==> config.mk <==
export PLATFORM = sky130hd
export DESIGN_NAME = uart_tx_word
export DESIGN_NICKNAME = d
export VERILOG_FILES = /design/src/rtl/uart_tx_word_pkg.sv /design/src/rtl/uart_tx_fifo.sv /design/src/rtl/uart_tx_word.sv
export SDC_FILE = /design/constraint.sdc
export NUM_CORES = 1
export LEC_CHECK = 0
export ABC_CLOCK_PERIOD_IN_PS = 2600
export CAP_MARGIN = 30
export CORE_MARGIN = 5
export CORE_UTILIZATION = 52
export DETAILED_ROUTE_END_ITERATION = 12
export GPL_ROUTABILITY_DRIVEN = 0
export PLACE_DENSITY = 0.8
export SETUP_SLACK_MARGIN = 0.5
export SLEW_MARGIN = 0
export SYNTH_ARGS = -nofsm -noshare
export SYNTH_HDL_FRONTEND = slang
export SYNTH_SLANG_ARGS = --single-unit
export TNS_END_PERCENT = 5
==> constraint.sdc <==
create_clock -name MAX10_CLK1_50 -period 2.6 [get_ports MAX10_CLK1_50]
set_input_delay 0.39 -clock MAX10_CLK1_50 [delete_from_list [all_inputs] [get_ports MAX10_CLK1_50]]
set_output_delay 0.39 -clock MAX10_CLK1_50 [all_outputs]
set_load 0.01 [all_outputs]
==> src/rtl/uart_tx_word_pkg.sv <==
// Shared constants for the word-oriented UART transmit path.
// The receive side uses the same bit period and word width.
package uart_tx_word_pkg;

    localparam int UART_CLKS_PER_BIT = 434;
    localparam int WORD_WIDTH        = 16;

    typedef logic [WORD_WIDTH-1:0] word_t;

endpackage

==> src/rtl/uart_tx_fifo.sv <==
// Small synchronous word FIFO with first-word-fall-through read.
// Pointers carry one extra wrap bit so that full and empty can be told apart.
module uart_tx_fifo #(
    parameter int WIDTH = 16,
    parameter int DEPTH = 4
) (
    input  logic             clk,
    input  logic             rst,
    input  logic             push,
    input  logic             pop,
    input  logic [WIDTH-1:0] din,
    output logic [WIDTH-1:0] dout,
    output logic             full,
    output logic             empty
);

    localparam int AW = $clog2(DEPTH);

    logic [WIDTH-1:0] mem [DEPTH];
    logic [AW:0]      wr_ptr;
    logic [AW:0]      rd_ptr;
    logic [AW:0]      wr_ptr_nxt;
    logic [AW:0]      rd_ptr_nxt;
    logic             do_push;
    logic             do_pop;

    // A push while full is dropped; the stored words are never overwritten.
    assign do_push    = push & ~full;
    assign do_pop     = pop & ~empty;
    assign wr_ptr_nxt = wr_ptr + {{AW{1'b0}}, do_push};
    assign rd_ptr_nxt = rd_ptr + {{AW{1'b0}}, do_pop};

    always_ff @(posedge clk or negedge rst) begin
        if (!rst) begin
            wr_ptr <= '0;
            rd_ptr <= '0;
            full   <= 1'b0;
            empty  <= 1'b1;
        end else begin
            wr_ptr <= wr_ptr_nxt;
            rd_ptr <= rd_ptr_nxt;
            full   <= (wr_ptr_nxt[AW] != rd_ptr_nxt[AW]) &&
                      (wr_ptr_nxt[AW-1:0] == rd_ptr_nxt[AW-1:0]);
            empty  <= (wr_ptr_nxt == rd_ptr_nxt);
        end
    end

    always_ff @(posedge clk) begin
        if (do_push) begin
            mem[wr_ptr[AW-1:0]] <= din;
        end
    end

    assign dout = mem[rd_ptr[AW-1:0]];

endmodule

==> src/rtl/uart_tx_word.sv <==
// Word transmitter: queues 16-bit words and sends each as two 8N1 frames,
// low byte first, so the receive-side assembler rebuilds the same word.
module uart_tx_word
    import uart_tx_word_pkg::*;
#(
    parameter int CLKS_PER_BIT = UART_CLKS_PER_BIT,
    parameter int FIFO_DEPTH   = 4
) (
    input  logic                  MAX10_CLK1_50,
    input  logic                  rst,
    input  logic [WORD_WIDTH-1:0] word_in,
    input  logic                  word_valid,
    output logic                  word_ready,
    output logic                  tx,
    output logic                  busy,
    output logic [15:0]           words_sent
);

    localparam int CNT_W = (CLKS_PER_BIT > 1) ? $clog2(CLKS_PER_BIT) : 1;

    localparam logic [1:0] IDLE  = 2'd0;
    localparam logic [1:0] START = 2'd1;
    localparam logic [1:0] DATA  = 2'd2;
    localparam logic [1:0] STOP  = 2'd3;

    logic [1:0]       state;
    logic [CNT_W-1:0] baud_cnt;
    logic [2:0]       bit_idx;
    logic             byte_sel;
    word_t            shift;
    word_t            fifo_dout;
    logic             fifo_full;
    logic             fifo_empty;
    logic             fifo_pop;
    logic             bit_end;
    logic             tx_next;

    uart_tx_fifo #(
        .WIDTH(WORD_WIDTH),
        .DEPTH(FIFO_DEPTH)
    ) u_fifo (
        .clk  (MAX10_CLK1_50),
        .rst  (rst),
        .push (word_valid),
        .pop  (fifo_pop),
        .din  (word_in),
        .dout (fifo_dout),
        .full (fifo_full),
        .empty(fifo_empty)
    );

    assign bit_end = (baud_cnt == CNT_W'(CLKS_PER_BIT - 1));

    // Pop either from idle or straight out of the final stop bit, so
    // queued words follow each other with no gap on the line.
    always_comb begin
        fifo_pop = 1'b0;
        if (!fifo_empty) begin
            if (state == IDLE) begin
                fifo_pop = 1'b1;
            end else if (state == STOP && bit_end && byte_sel) begin
                fifo_pop = 1'b1;
            end
        end
    end

    always_comb begin
        tx_next = 1'b1;
        case (state)
            START:   tx_next = 1'b0;
            DATA:    tx_next = shift[0];
            default: tx_next = 1'b1;
        endcase
    end

    always_ff @(posedge MAX10_CLK1_50 or negedge rst) begin
        if (!rst) begin
            state      <= IDLE;
            baud_cnt   <= '0;
            bit_idx    <= 3'd0;
            byte_sel   <= 1'b0;
            words_sent <= 16'd0;
            tx         <= 1'b1;
        end else begin
            tx <= tx_next;
            case (state)
                IDLE: begin
                    baud_cnt <= '0;
                    if (fifo_pop) begin
                        byte_sel <= 1'b0;
                        state    <= START;
                    end
                end
                START: begin
                    if (bit_end) begin
                        baud_cnt <= '0;
                        bit_idx  <= 3'd0;
                        state    <= DATA;
                    end else begin
                        baud_cnt <= baud_cnt + CNT_W'(1);
                    end
                end
                DATA: begin
                    if (bit_end) begin
                        baud_cnt <= '0;
                        bit_idx  <= bit_idx + 3'd1;
                        if (bit_idx == 3'd7) begin
                            state <= STOP;
                        end
                    end else begin
                        baud_cnt <= baud_cnt + CNT_W'(1);
                    end
                end
                STOP: begin
                    if (bit_end) begin
                        baud_cnt <= '0;
                        if (!byte_sel) begin
                            byte_sel <= 1'b1;
                            state    <= START;
                        end else begin
                            words_sent <= words_sent + 16'd1;
                            if (fifo_pop) begin
                                byte_sel <= 1'b0;
                                state    <= START;
                            end else begin
                                state <= IDLE;
                            end
                        end
                    end else begin
                        baud_cnt <= baud_cnt + CNT_W'(1);
                    end
                end
                default: state <= IDLE;
            endcase
        end
    end

    // After eight data shifts the high byte sits in the low bits, ready
    // for the second frame.
    always_ff @(posedge MAX10_CLK1_50) begin
        if (fifo_pop) begin
            shift <= fifo_dout;
        end else if (state == DATA && bit_end) begin
            shift <= shift >> 1;
        end
    end

    assign word_ready = ~fifo_full;
    assign busy       = (state != IDLE) | ~fifo_empty;

endmodule
==> out/qor.csv <==
stage,metric,value,unit
outcome,status,"complete, no violations",
sta,finalSetupTns,0,ps
floorplan,start_util,53.59,%
clock_network,cts_htree_levels,4,
placement,dp_hpwl,5694,um
flow_run,cap_violations,0,
sta,post-route-period-util,83.20,%
logic_synthesis,syn-num-nets,334,
sta,worst_slew_pin_slew,906.1,ps
worst_setup_path,reg2reg_depth,8,
sta,min_period,2163,ps
finish,areaGrowthSynthToFinish,25.68,%
finish,final_nets,399,
worst_setup_path,path_class,flop to flop,
clock_network,insertion_delay,510,ps
sta,slew_violations,0,
floorplan,core_region_area,0.009328,mm2
sta,fin_skew,12.48,ps
sta,grt_setup_unrepaired,yes,
global_routing,track_usage,17.49,%
floorplan,die_area,0.01167,mm2
worst_setup_path,cp.arrival,2610,ps
finish,fillerInstances,631,
logic_synthesis,synth-compound-area-share,2.854,%
global_routing,grt_pass1_wl,15230,um
sta,holdWs,19.38,ps
clock_network,clock-root-buffer,clkbuf_8,
logic_synthesis,async_flop_share,33.33,%
drt,wl_per_cell,18.12,um
logic_synthesis,yosysTopAreaCellShare,48.06,%
drt,drc,0,
global_routing,grt_max_degree,41,
pwr,ir_drop,0.6927,mV
logic_synthesis,yosys_warnings,0,
logic_synthesis,yosys.area_share.simple,8.010,%
logic_synthesis,muxShareOfSynthArea,11.56,%
drt,drtIter0Drc,136,
logic_synthesis,synth.area.top_cells,"edfxtp_1 (48%), dfrtp_1 (19%), mux4_2 (7.2%)",
drt,first_pass_iters,4,
drt,viasPerCell,5.393,
logic_synthesis,synth_xor_area_share,4.380,%
clock_network,clock-sinks,120,
floorplan,die_w,108.0,um
pwr,fin_total_pwr,0.005111,W
pwr,leakage,2.405,nW
finish,antennaDiodeCount,0,
logic_synthesis,netlist_area,0.004999,mm2
logic_synthesis,syn_area_per_cell,16.55,um2
logic_synthesis,yosys.cell_types.count,44,
global_routing,grt_pass1_vias,3058,
worst_setup_path,cp_max_fo,4,
clock_network,cts-hold-fix-buffers,0,
logic_synthesis,synth-seq-cells,120,
worst_hold_path,worstHoldPathType,input port to async pin,
worst_setup_path,setup.worst_path.start_class,flop,
clock_network,cts_tree,built,
drt,wl,9221,um
floorplan,placementRows,35,
sta,fmax,462.3,MHz
logic_synthesis,synth_enable_flop_cells,80,
clock_network,clockBufferDepth,2,
sta,report.final.hold_viol_count,0,
global_routing,antenna_found_initial,0,
clock_network,cts_inserted_buffers,17,
floorplan,die_h,108.0,um
logic_synthesis,synth_top_family_by_area,multiplexers,
logic_synthesis,synthFlopType,edfxtp_1,
logic_synthesis,synth_seq_area_share,68.14,%
placement,io_buffer_count,37,
drt,detail-route-antenna-nets,0,
clock_network,clkTransAtPathRegs,60,ps
floorplan,io_pins,38,
logic_synthesis,synth_top_cell_by_area,edfxtp_1,
sta,finalSetupViolations,0,
logic_synthesis,synth_fa_ha_area_share,3.254,%
worst_setup_path,worst-endpoint-required,3040,ps
pwr,power_per_cell_area,813.5,mW/mm2
finish,drive_gt1_share,25.26,%
worst_setup_path,critPathCaptureType,flop,
logic_synthesis,synth_cells,302,
drt,via_count,2745,
sta,max_slew_margin,39.59,%
global_routing,grt_overflow_total,0,
-- kinds of logic (layout without fill, tap and decap cells) --
kind of cell	count (synthesis)	in the layout
flops	120	120
simple gates	73	73
mux	33	33
xor+xnor	25	25
compound gates	21	21
buf+inv	17	95
fa+ha+maj	13	13
-- final cells by class --
class,instances,area [um2],area share [%]
inverter,10,37.54,0.5975
multi-input combinational,165,1572,25.01
sequential,120,3406,54.21
clock buffer,17,414.1,6.592
tap,129,161.4,2.569
timing repair buffer,53,500.5,7.967
clock inverter,15,191.4,3.047
-- registers in the layout, summed over array words and instances, names as in the netlist --
name and cells:
bit_idx 3, u_fifo.full 1, shift 16, u_fifo.mem 64
u_fifo.wr_ptr 3, tx 1, baud_cnt 9, u_fifo.empty 1
u_fifo.rd_ptr 3, words_sent 16, state 2, byte_sel 1
-- critical path: stages (launching register included) --
cell	delay, ps
dfrtp_1	420
or4b_4	580
nor3_4	150
o21a_4	190
ha_4	140
ha_4	130
xnor2_2	120
xor2_1	200
nor2b_2	170
-- worst paths after layout --
kind / from / endpoint / slack, ps
min in group MAX10_CLK1_50: words_sent[15]$_DFFE_PN0P_ / words_sent[15]$_DFFE_PN0P_ / 470
min reg2reg: words_sent[15]$_DFFE_PN0P_ / words_sent[15]$_DFFE_PN0P_ / 470
max in group asynchronous: rst / baud_cnt[6]$_DFF_PN0_ / 2010
max: baud_cnt[2]$_DFF_PN0_ / u_fifo.empty$_DFF_PN1_ / 440
min: rst / u_fifo.wr_ptr[0]$_DFF_PN0_ / 20
max reg2reg: baud_cnt[2]$_DFF_PN0_ / u_fifo.empty$_DFF_PN1_ / 440
-- timing repair --
action,CTS,global route
resized for setup,6,3
pin swaps,2,3
setup buffers,4,2
setup endpoints to repair,37,38
hold endpoints to repair,0,0
-- layout by cell type (no fill, tap or decap), types with 3 or more instances in the layout --
| cell | n |
|---|---|
| a21oi_1 | 4 |
| and2_1 | 4 |
| and3_1 | 3 |
| and4_1 | 3 |
| buf_4 | 15 |
| bufinv_16 | 3 |
| clkbuf_16 | 16 |
| clkdlybuf4s50_1 | 35 |
| clkinv_4 | 5 |
| dfrtp_1 | 38 |
| edfxtp_1 | 80 |
| ha_1 | 10 |
| ha_4 | 3 |
| inv_1 | 9 |
| inv_6 | 4 |
| mux2_2 | 10 |
| mux2_4 | 7 |
| mux4_2 | 16 |
| nand2_1 | 13 |
| nand3_1 | 8 |
| nand4_1 | 4 |
| nor2_1 | 12 |
| nor3_1 | 9 |
| nor4_1 | 4 |
| o21ai_0 | 5 |
| xnor2_1 | 9 |
| xor2_1 | 15 |
-- cells in the mapped netlist, drive strengths merged, types with 2 or more instances --
| library cell | number |
|---|---|
| edfxtp | 80 |
| dfrtp | 38 |
| mux2 | 17 |
| mux4 | 16 |
| xor2 | 15 |
| nand2 | 14 |
| ha | 13 |
| nor2 | 12 |
| inv | 10 |
| nor3 | 10 |
| xnor2 | 10 |
| nand3 | 8 |
| buf | 6 |
| o21ai | 6 |
| a21oi | 4 |
| and2 | 4 |
| nand4 | 4 |
| nor4 | 4 |
| and3 | 3 |
| and4 | 3 |
| nor2b | 3 |
| a211oi | 2 |
| a32o | 2 |
| dfstp | 2 |
| nor4b | 2 |
| or3 | 2 |
-- where the power goes --
part,total [W],leakage [nW],internal [W],switching (W)
combinational,0.000394,0.857,0.000167,0.000228
clock,0.00236,0.293,0.00148,0.000880
sequential,0.00236,1.25,0.00228,0.0000721
-- metrics by stage --
stage	util, %	worst slack, ps	instances	instance area [um2]
floorplan	-	147.4	302	5040
global placement	60.04	269.0	471	5600
detailed placement	60.04	202.3	471	5600
CTS	67.11	399.8	507	6260
global route	67.35	362.3	509	6282
finish	67.35	436.8	509	6282
-- per-layer routing --
metal / track usage [%] / wire length, um / up-vias
met5: 0 / 0 / -
li1: - / - / 1285
met1: 20.59 / 3960 / 1395
met3: 5.373 / 345 / 9
met2: 30.86 / 4831 / 56
met4: 5.230 / 83 / 0
Power figures use the tool's default switching activity.
